--- src/rtl/fifo_rd_unpacker.sv ---
// Pops 560-bit words from the async FIFO read side and emits them as ten 56-bit beats, LS slice first.
// Latency: r_en in cycle T -> first beat valid in T+2; one bubble cycle between back-to-back words.
// Backpressure: m_ready low freezes the beat and index; no pop except on a word's final handshake.
module fifo_rd_unpacker #(
    parameter int IN_W  = 560,
    parameter int OUT_W = 56,
    parameter int CNT_W = 16
) (
    input  logic             r_clk,
    input  logic             rst_n,
    input  logic             r_empty,
    input  logic [IN_W-1:0]  r_data,
    output logic             r_en,
    output logic [OUT_W-1:0] m_data,
    output logic             m_valid,
    input  logic             m_ready,
    output logic             m_first,
    output logic             m_last,
    output logic [CNT_W-1:0] word_cnt
);
    localparam int BEATS = IN_W / OUT_W;
    localparam int IDX_W = (BEATS > 1) ? $clog2(BEATS) : 1;
    localparam logic [IDX_W-1:0] LAST_IDX = IDX_W'(BEATS - 1);

    typedef enum logic [1:0] {IDLE, LOAD, SEND} state_t;

    state_t           state;
    logic [IN_W-1:0]  shift_reg;
    logic [IDX_W-1:0] idx;
    logic             beat_hs;
    logic             last_hs;

    assign beat_hs = (state == SEND) && m_valid && m_ready;
    assign last_hs = beat_hs && (idx == LAST_IDX);

    // The only pop outside IDLE is on the final handshake, which keeps the single-word buffer from overflowing.
    assign r_en   = rst_n && !r_empty && ((state == IDLE) || last_hs);
    assign m_data = shift_reg[OUT_W-1:0];

    always_ff @(posedge r_clk) begin
        if (!rst_n) begin
            state     <= IDLE;
            shift_reg <= '0;
            idx       <= '0;
            m_valid   <= 1'b0;
            m_first   <= 1'b0;
            m_last    <= 1'b0;
            word_cnt  <= '0;
        end else begin
            case (state)
                IDLE: begin
                    if (r_en) begin
                        state <= LOAD;
                    end
                end
                LOAD: begin
                    shift_reg <= r_data;
                    idx       <= '0;
                    m_valid   <= 1'b1;
                    m_first   <= 1'b1;
                    m_last    <= (BEATS == 1);
                    state     <= SEND;
                end
                SEND: begin
                    if (last_hs) begin
                        word_cnt <= word_cnt + 1'b1;
                        m_valid  <= 1'b0;
                        m_first  <= 1'b0;
                        m_last   <= 1'b0;
                        state    <= r_en ? LOAD : IDLE;
                    end else if (beat_hs) begin
                        shift_reg <= shift_reg >> OUT_W;
                        idx       <= idx + 1'b1;
                        m_first   <= 1'b0;
                        m_last    <= ((idx + 1'b1) == LAST_IDX);
                    end
                end
                default: state <= IDLE;
            endcase
        end
    end
endmodule

--- config.mk ---
export PLATFORM = sky130hd
export DESIGN_NAME = fifo_rd_unpacker
export DESIGN_NICKNAME = d
export VERILOG_FILES = /design/src/rtl/fifo_rd_unpacker.sv
export SDC_FILE = /design/constraint.sdc
export NUM_CORES = 1
export LEC_CHECK = 0
export CAP_MARGIN = 20
export CORE_MARGIN = 1
export CORE_UTILIZATION = 46
export CTS_BUF_LIST = sky130_fd_sc_hd__clkbuf_2 sky130_fd_sc_hd__clkbuf_4 sky130_fd_sc_hd__clkbuf_8
export CTS_CLUSTER_SIZE = 30
export DETAILED_ROUTE_END_ITERATION = 6
export PLACE_DENSITY = 0.77
export SLEW_MARGIN = 10
export SYNTH_ARGS = -nofsm -noshare
export SYNTH_HDL_FRONTEND = slang
export SYNTH_SLANG_ARGS = --single-unit
--- constraint.sdc ---
create_clock -name r_clk -period 1.85 [get_ports r_clk]
set_input_delay 0.2775 -clock r_clk [delete_from_list [all_inputs] [get_ports r_clk]]
set_output_delay 0.2775 -clock r_clk [all_outputs]
set_load 0.03 [all_outputs]
==> results of run 1 <==
==> worst reg2reg max path, delay by kind of cell (launching register included) <==
family / cells / cell delay (ns)
and+or+nand+nor: 2 / 0.43
AOI/OAI and AO/OA: 2 / 0.32
DFF: 1 / 0.32
adders and majority gates: 1 / 0.14
buffers and inverters: 7 / 0.84
==> layer usage <==
metal | routed length, um | share of wire, % | up-vias
li1 | - | - | 11700
met1 | 45200 | 37 | 13500
met2 | 59900 | 49 | 1527
met3 | 9560 | 7.8 | 488
met4 | 7300 | 6.0 | 22
met5 | 149 | 0.12 | -
==> Yosys cell counts, types with 3 or more instances <==
| cell type | count | area (sq um) |
|---|---|---|
| sky130_fd_sc_hd__buf_1 | 3 | 11.3 |
| sky130_fd_sc_hd__nand2b_1 | 4 | 25.0 |
| sky130_fd_sc_hd__ha_1 | 8 | 100 |
| sky130_fd_sc_hd__nor2_1 | 17 | 63.8 |
| sky130_fd_sc_hd__nand3_1 | 9 | 45.0 |
| sky130_fd_sc_hd__buf_6 | 5 | 56.3 |
| sky130_fd_sc_hd__nand4_1 | 9 | 56.3 |
| sky130_fd_sc_hd__buf_4 | 103 | 773 |
| sky130_fd_sc_hd__a211oi_1 | 184 | 1380 |
| sky130_fd_sc_hd__inv_1 | 12 | 45.0 |
| sky130_fd_sc_hd__and3_1 | 4 | 25.0 |
| sky130_fd_sc_hd__buf_2 | 84 | 420 |
| sky130_fd_sc_hd__xnor2_1 | 10 | 87.6 |
| sky130_fd_sc_hd__nor3_1 | 7 | 35.0 |
| sky130_fd_sc_hd__mux2i_1 | 510 | 5100 |
| sky130_fd_sc_hd__a21oi_1 | 511 | 2560 |
| sky130_fd_sc_hd__a211oi_2 | 320 | 4000 |
| sky130_fd_sc_hd__nor4_1 | 5 | 31.3 |
| sky130_fd_sc_hd__a22o_1 | 56 | 490 |
| sky130_fd_sc_hd__nand2_1 | 17 | 63.8 |
| sky130_fd_sc_hd__clkbuf_1 | 160 | 601 |
| sky130_fd_sc_hd__o21ai_0 | 5 | 25.0 |
| sky130_fd_sc_hd__dfxtp_1 | 585 | 11700 |
| sky130_fd_sc_hd__a31o_2 | 3 | 26.3 |
==> logic make-up (layout without fill, tap and decap cells) <==
logic type	count (synthesis)	after routing	share of synthesized area, %
AO/OA/AOI/OAI	1084	1084	30.6
flip-flops	585	585	42.1
buffers and inverters	368	1272	6.86
adder cells (fa/ha/maj)	8	8	0.359
XOR/XNOR	10	10	0.315
multiplexers	510	510	18.3
other	0	37	0
AND/OR/NAND/NOR	80	80	1.46
==> per-stage QoR <==
stage / hold slack, ns / util, % / cell area, sq um
floorplan: 0.403 / - / 27900
global placement: 0.461 / 59.8 / 35600
detailed placement: 0.466 / 59.8 / 35600
CTS: 0.112 / 73.9 / 43900
global route: 0.136 / 76.5 / 45500
finish: 0.157 / 76.6 / 45500
==> worst paths after layout <==
check	startpoint	to	slack (ns)	cells after the start
worst max-delay path	idx[1]$_SDFFE_PN0P_	r_en	-0.48	8
worst min register to register	shift_reg[511]$_SDFFE_PN0P_	shift_reg[511]$_SDFFE_PN0P_	0.48	1
worst min-delay path	r_data[526]	shift_reg[526]$_SDFFE_PN0P_	0.16	2
worst max register to register	idx[1]$_SDFFE_PN0P_	shift_reg[163]$_SDFFE_PN0P_	-0.30	12
==> power breakdown <==
group          internal [mW]  switching [mW]  leakage, nW
Combinational           29.4            29.3         10.0
Sequential              19.1            5.31         4.83
Clock                   7.04            5.70         1.14
Total                   55.6            40.3         16.0
==> timing repair <==
| item | 4_1_cts | 5_1_grt |
|---|---|---|
| setup buffers | 138 | 97 |
| gates cloned | 98 | 37 |
| resized for setup | 582 | 295 |
| pin swaps | 370 | 97 |
| setup endpoints to repair | 642 | 580 |
==> area by class of cell <==
cell class	count	area, sq um
diodes	37	92.6
clock buffers	160	2020
clock inverters	14	119
fillers	3465	13900
inverters	13	56.3
multi-input cells	1692	16500
flip-flops and latches	585	11700
well taps	773	967
repair buffers	1085	14000
==> impl_metrics.py, run 1 <==
metrics = {
    "run_status": {
        "result_of_the_run": "complete, but fails checks",
        "failed_checks": "setup timing",
    },
    "drt": {
        "drt_pass1_iterations": 6,
        "vias_per_cell": 6.25,
        "wire_per_inst_um": 28.0,
        "routed_wl_mm": 122,
        "routed-via-count": 27300,
        "final_antenna_net_count": 0,
        "remaining_drc_errors": 0,
        "drt_iter0_markers": 2475,
    },
    "timing": {
        "fin_ws_ns": -0.480,
        "fin_setup_tns_ns": -100.65,
        "slew_viol_final": 0,
        "timing_hold_violations_final": 0,
        "worst_pin_slew_ns": 0.577,
        "final-setup-viol-count": 566,
        "maxSlewHeadroom_pct": 61.5,
        "final.min_clock_period_ns": 2.33,
        "finalCritPeriodShare_pct": 126,
        "clock-skew-final_ns": 0.0304,
        "fmaxAchievable_mhz": 429,
        "rsz_0062_raised_after_global_routing": "true",
    },
    "floorplan": {
        "die-height_um": 248,
        "fp.dieArea_sq_um": 61500,
        "area_of_the_core_sq_um": 59500,
        "chipWidth_um": 248,
        "io_pins": 640,
        "floorplan.initialDensity_pct": 46.8,
        "rows": 89,
    },
    "placed_design": {
        "placedCellCount": 3856,
        "post-dp-hpwl_mm": 66.4,
        "place.gp.congestion": 0.937,
        "buffer_ports.inserted": 639,
        "place_ws_ns": -0.510,
    },
    "clocking": {
        "tritoncts.num_buffers": 102,
        "cts_num_sinks": 585,
        "ctsHtreeMaxLevel": 3,
        "cts.root.buffer_cell": "sky130_fd_sc_hd__clkbuf_8",
        "cts.hold.buffers_added": 0,
        "clk_pin_slew_worst_paths_ns": 0.06,
        "clock_path_buffers": 3,
        "tritoncts": "built",
        "worst_skew_pair.late_latency_ns": 0.72,
    },
    "setup_path": {
        "critPathCaptureType": "output pin",
        "critical_path.slowest_cell": "sky130_fd_sc_hd__dfxtp_2",
        "critical_path_s_top_delay_family": "simple AND/OR/NAND/NOR gates",
        "critPathLaunchType": "register",
        "timing.critical_path.cells": "inv_2 > ha_4 > buf_4 > nand2_4 > nor2_4 > nor2_2 > nor3_4 > buf_6",
        "timing.critical_path.required_ns": 1.57,
        "worst-path-buf-inv": 3,
        "critical_path.max_fanout": 5,
        "critical_path_arrival_ns": 2.05,
        "critPathKind": "reg -> out",
        "slowest_delay_ns": 0.32,
    },
    "flow_run": {
        "drv.max_cap_violation_count": 0,
    },
    "finish": {
        "share_of_layout_cells_above_drive_strength_1_pct": 37.4,
        "area_growth_pct": 63.5,
        "layout.cells.most_common": "sky130_fd_sc_hd__dfxtp_1",
        "most-common-layout-cells": "581 x sky130_fd_sc_hd__dfxtp_1, 563 x sky130_fd_sc_hd__clkdlybuf4s50_1, 499 x sky130_fd_sc_hd__mux2i_1",
        "nets": 4051,
        "largest_register_ff_count": 560,
        "finalNonFillerCells": 4359,
    },
    "logic_synthesis": {
        "flip_flop_and_latch_count_after_synthesis": 585,
        "postSynth.asyncResetShare_pct": 0,
        "synth_top_flop_cell": "sky130_fd_sc_hd__dfxtp_1",
        "number_of_enable_type_register_cells_in_the_synthesized_netlist": 0,
        "synthesis.area_per_instance_sq_um": 10.5,
        "synth_warnings": 0,
        "ys_types": 35,
        "post_synth_instance_area_sq_um": 27800,
        "syn-instance-count": 2645,
        "yosysSeqAreaShare_pct": 42.1,
        "synth_fp_nets": 3217,
    },
    "grt": {
        "global_route_wire_length_before_repair_mm": 164,
        "globalRoute.totalOverflow": 0,
        "grt.met1_usage_pct": 40.3,
        "global_route.usage.met2_pct": 60.2,
        "grt_start_max_net_pins": 57,
        "grt.met3_usage_pct": 8.00,
        "gr-usage-all-layers_pct": 35.0,
        "grt_most_used_layer": "met2",
        "antenna_found_initial": 37,
        "number_of_global_route_vias_before_repair": 26800,
    },
    "power": {
        "power_density_nw_per_um2": 2110,
        "power.ir.vdd_worst_mv": 1.19,
        "total_power_mw": 95.9,
        "power.leakage_nw": 16.0,
    },
    "hold_path": {
        "min-delay-path-class": "in -> reg",
    },
}
Power figures use the tool's default switching activity.
==> run 2: changes to the inputs <==
--- a/config.mk
+++ b/config.mk
@@ -12,6 +12,7 @@
 export CTS_CLUSTER_SIZE = 30
 export DETAILED_ROUTE_END_ITERATION = 6
 export PLACE_DENSITY = 0.77
+export RECOVER_POWER = 25
 export SLEW_MARGIN = 10
 export SYNTH_ARGS = -nofsm -noshare
 export SYNTH_HDL_FRONTEND = slang
==> constraint.sdc (replaced) <==
create_clock -name r_clk -period 1.95 [get_ports r_clk]
set_input_delay 0.2925 -clock r_clk [delete_from_list [all_inputs] [get_ports r_clk]]
set_output_delay 0.2925 -clock r_clk [all_outputs]
set_load 0.03 [all_outputs]
==> impl_metrics.py, run 2 (synthesis gave the netlist of run 1 again) <==
metrics = {
    "flow_run": {
        "drv.max_cap_violation_count": 0,
    },
    "timing": {
        "hold-worst-slack_ns": 0.165,
        "fmaxAchievable_mhz": 440,
        "maxSlewHeadroom_pct": 54.3,
        "final.min_clock_period_ns": 2.27,
        "worst_pin_slew_ns": 0.680,
        "fin_ws_ns": -0.324,
        "fin_setup_tns_ns": -36.06,
        "timing_hold_violations_final": 0,
        "slew_viol_final": 0,
        "final-setup-viol-count": 500,
        "rsz_0062_raised_after_global_routing": "true",
        "clock-skew-final_ns": 0.0472,
        "finalCritPeriodShare_pct": 117,
    },
    "grt": {
        "gr-usage-all-layers_pct": 32.5,
        "grt_start_max_net_pins": 57,
        "globalRoute.totalOverflow": 0,
        "antenna_found_initial": 42,
        "global_route_wire_length_before_repair_mm": 153,
        "number_of_global_route_vias_before_repair": 25800,
    },
    "setup_path": {
        "critPathKind": "reg -> out",
        "slowest_delay_ns": 0.34,
        "critPathCaptureType": "output pin",
        "critPathLaunchType": "register",
        "critical_path_arrival_ns": 1.98,
        "timing.critical_path.required_ns": 1.66,
        "critical-path-top-cell-by-count": "sky130_fd_sc_hd__buf_6",
        "critical_path.slowest_cell": "sky130_fd_sc_hd__dfxtp_2",
        "timing.critical_path.cells": "inv_2 > ha_4 > nand4b_1 > buf_6 > nor2_4 > nor2_2 > nor3_4 > buf_6",
        "critical_path.max_fanout": 4,
    },
    "floorplan": {
        "area_of_the_core_sq_um": 59500,
        "fp.dieArea_sq_um": 61500,
        "io_pins": 640,
        "rows": 89,
        "die-height_um": 248,
        "floorplan.initialDensity_pct": 46.8,
        "chipWidth_um": 248,
    },
    "clocking": {
        "cts_num_sinks": 585,
        "tritoncts": "built",
        "worst_skew_pair.late_latency_ns": 0.72,
        "cts.root.buffer_cell": "sky130_fd_sc_hd__clkbuf_8",
        "ctsHtreeMaxLevel": 3,
        "tritoncts.num_buffers": 98,
        "clock_path_buffers": 3,
        "clk_pin_slew_worst_paths_ns": 0.06,
    },
    "drt": {
        "remaining_drc_errors": 0,
        "final_antenna_net_count": 0,
        "drt_pass1_iterations": 5,
        "drt_iter0_markers": 1812,
        "wire_per_inst_um": 26.3,
        "routed-via-count": 26100,
        "vias_per_cell": 6.12,
        "routed_wl_mm": 112,
    },
    "power": {
        "internal-power_mw": 49.9,
        "power_frac_seq_pct": 26.7,
        "power_density_nw_per_um2": 1960,
        "power.net_switching_mw": 34.6,
        "share_comb_of_total_power_pct": 58.9,
        "power.leakage_nw": 15.2,
        "power.ir.vdd_worst_mv": 1.35,
        "clkPwrFrac_pct": 14.5,
        "power.switching_fraction_pct": 40.9,
    },
    "finish": {
        "nets": 3953,
        "final_util_pct": 72.4,
        "largest_register_ff_count": 560,
        "design_area_sq_um": 43100,
        "area_growth_pct": 54.6,
        "share_of_layout_cells_above_drive_strength_1_pct": 30.0,
        "most-common-layout-cells": "581 x sky130_fd_sc_hd__dfxtp_1, 563 x sky130_fd_sc_hd__clkdlybuf4s50_1, 507 x sky130_fd_sc_hd__mux2i_1",
        "layout.cells.most_common": "sky130_fd_sc_hd__dfxtp_1",
    },
    "placed_design": {
        "buffer_ports.inserted": 639,
        "detailed_place.area_sq_um": 35500,
        "post-dp-hpwl_mm": 66.9,
        "place_ws_ns": -0.354,
        "place.gp.congestion": 0.883,
    },
    "hold_path": {
        "min-delay-path-class": "in -> reg",
    },
    "run_status": {
        "result_of_the_run": "complete, but fails checks",
        "failed_checks": "setup timing",
    },
}
run 2: cell count changes in the layout (fill, tap and decap cells not counted), moves of 34 or more:
cell                       delta
sky130_fd_sc_hd__a21oi_4     -37
sky130_fd_sc_hd__a21oi_2     -70
sky130_fd_sc_hd__a211oi_1    +76
sky130_fd_sc_hd__a21oi_1    +107
sky130_fd_sc_hd__a211oi_2    -65
sky130_fd_sc_hd__buf_4       -34
run 2: final timing paths:
path | slack, ns | to | startpoint | cells past startpoint
hold reg to reg | 0.48 | shift_reg[525]$_SDFFE_PN0P_ | shift_reg[525]$_SDFFE_PN0P_ | 1
setup / recovery | -0.32 | r_en | state[0]$_SDFFE_PN0P_ | 8
setup reg to reg | -0.24 | shift_reg[31]$_SDFFE_PN0P_ | state[0]$_SDFFE_PN0P_ | 12
hold / removal | 0.17 | shift_reg[525]$_SDFFE_PN0P_ | r_data[525] | 2
run 2: stage by stage:
step | total power [mW] | instances
2_1_floorplan | 45.6 | 2645
3_3_place_gp | 53.9 | 3868
3_5_place_dp | 55.3 | 3868
4_1_cts | 77.2 | 4190
5_1_grt | 87.7 | 4259
6_report | 84.4 | 4265
run 2: routing by layer:
layer  global-route usage [%]  vias up  share of wire [%]
li1                         -    11600                  -
met1                     38.5    12800                 38
met2                     55.6     1298                 49
met3                     7.41      384                7.6
met4                     15.0       30                5.2
met5                        0        -               0.18
run 2: power groups by stage:
stage,combinational (mW),sequential [mW],clock (mW)
global placement,32.2,21.8,0
floorplan,25.0,20.5,0
global route,52.0,22.9,12.8
detailed placement,33.3,21.9,0
CTS,43.1,21.9,12.2
finish,49.7,22.5,12.2
run 2: critical path: cells and delay by family, from the launching register on:
family	cells	cell delay, ns
AND/OR/NAND/NOR	4	0.42
adder cells (fa/ha/maj)	1	0.14
flip-flops	1	0.34
buffers and inverters	3	0.39
run 2: timing repair:
item / 4_1_cts / 5_1_grt
pin swaps: 132 / 109
hold buffers: 0 / 0
buffers inserted: 81 / 20
setup endpoints to repair: 494 / 570
cloned: 66 / 41
gates resized for setup: 351 / 165
run 2: area by class of cell:
| class | instances | area, sq um |
|---|---|---|
| flip-flops and latches | 585 | 11700 |
| diodes | 30 | 75.1 |
| multi-input cells | 1692 | 15300 |
| fillers | 3820 | 16400 |
| inverters | 13 | 56.3 |
| repair buffers | 991 | 12700 |
| well taps | 773 | 967 |
| clock buffers | 158 | 1990 |
| clock inverters | 23 | 205 |
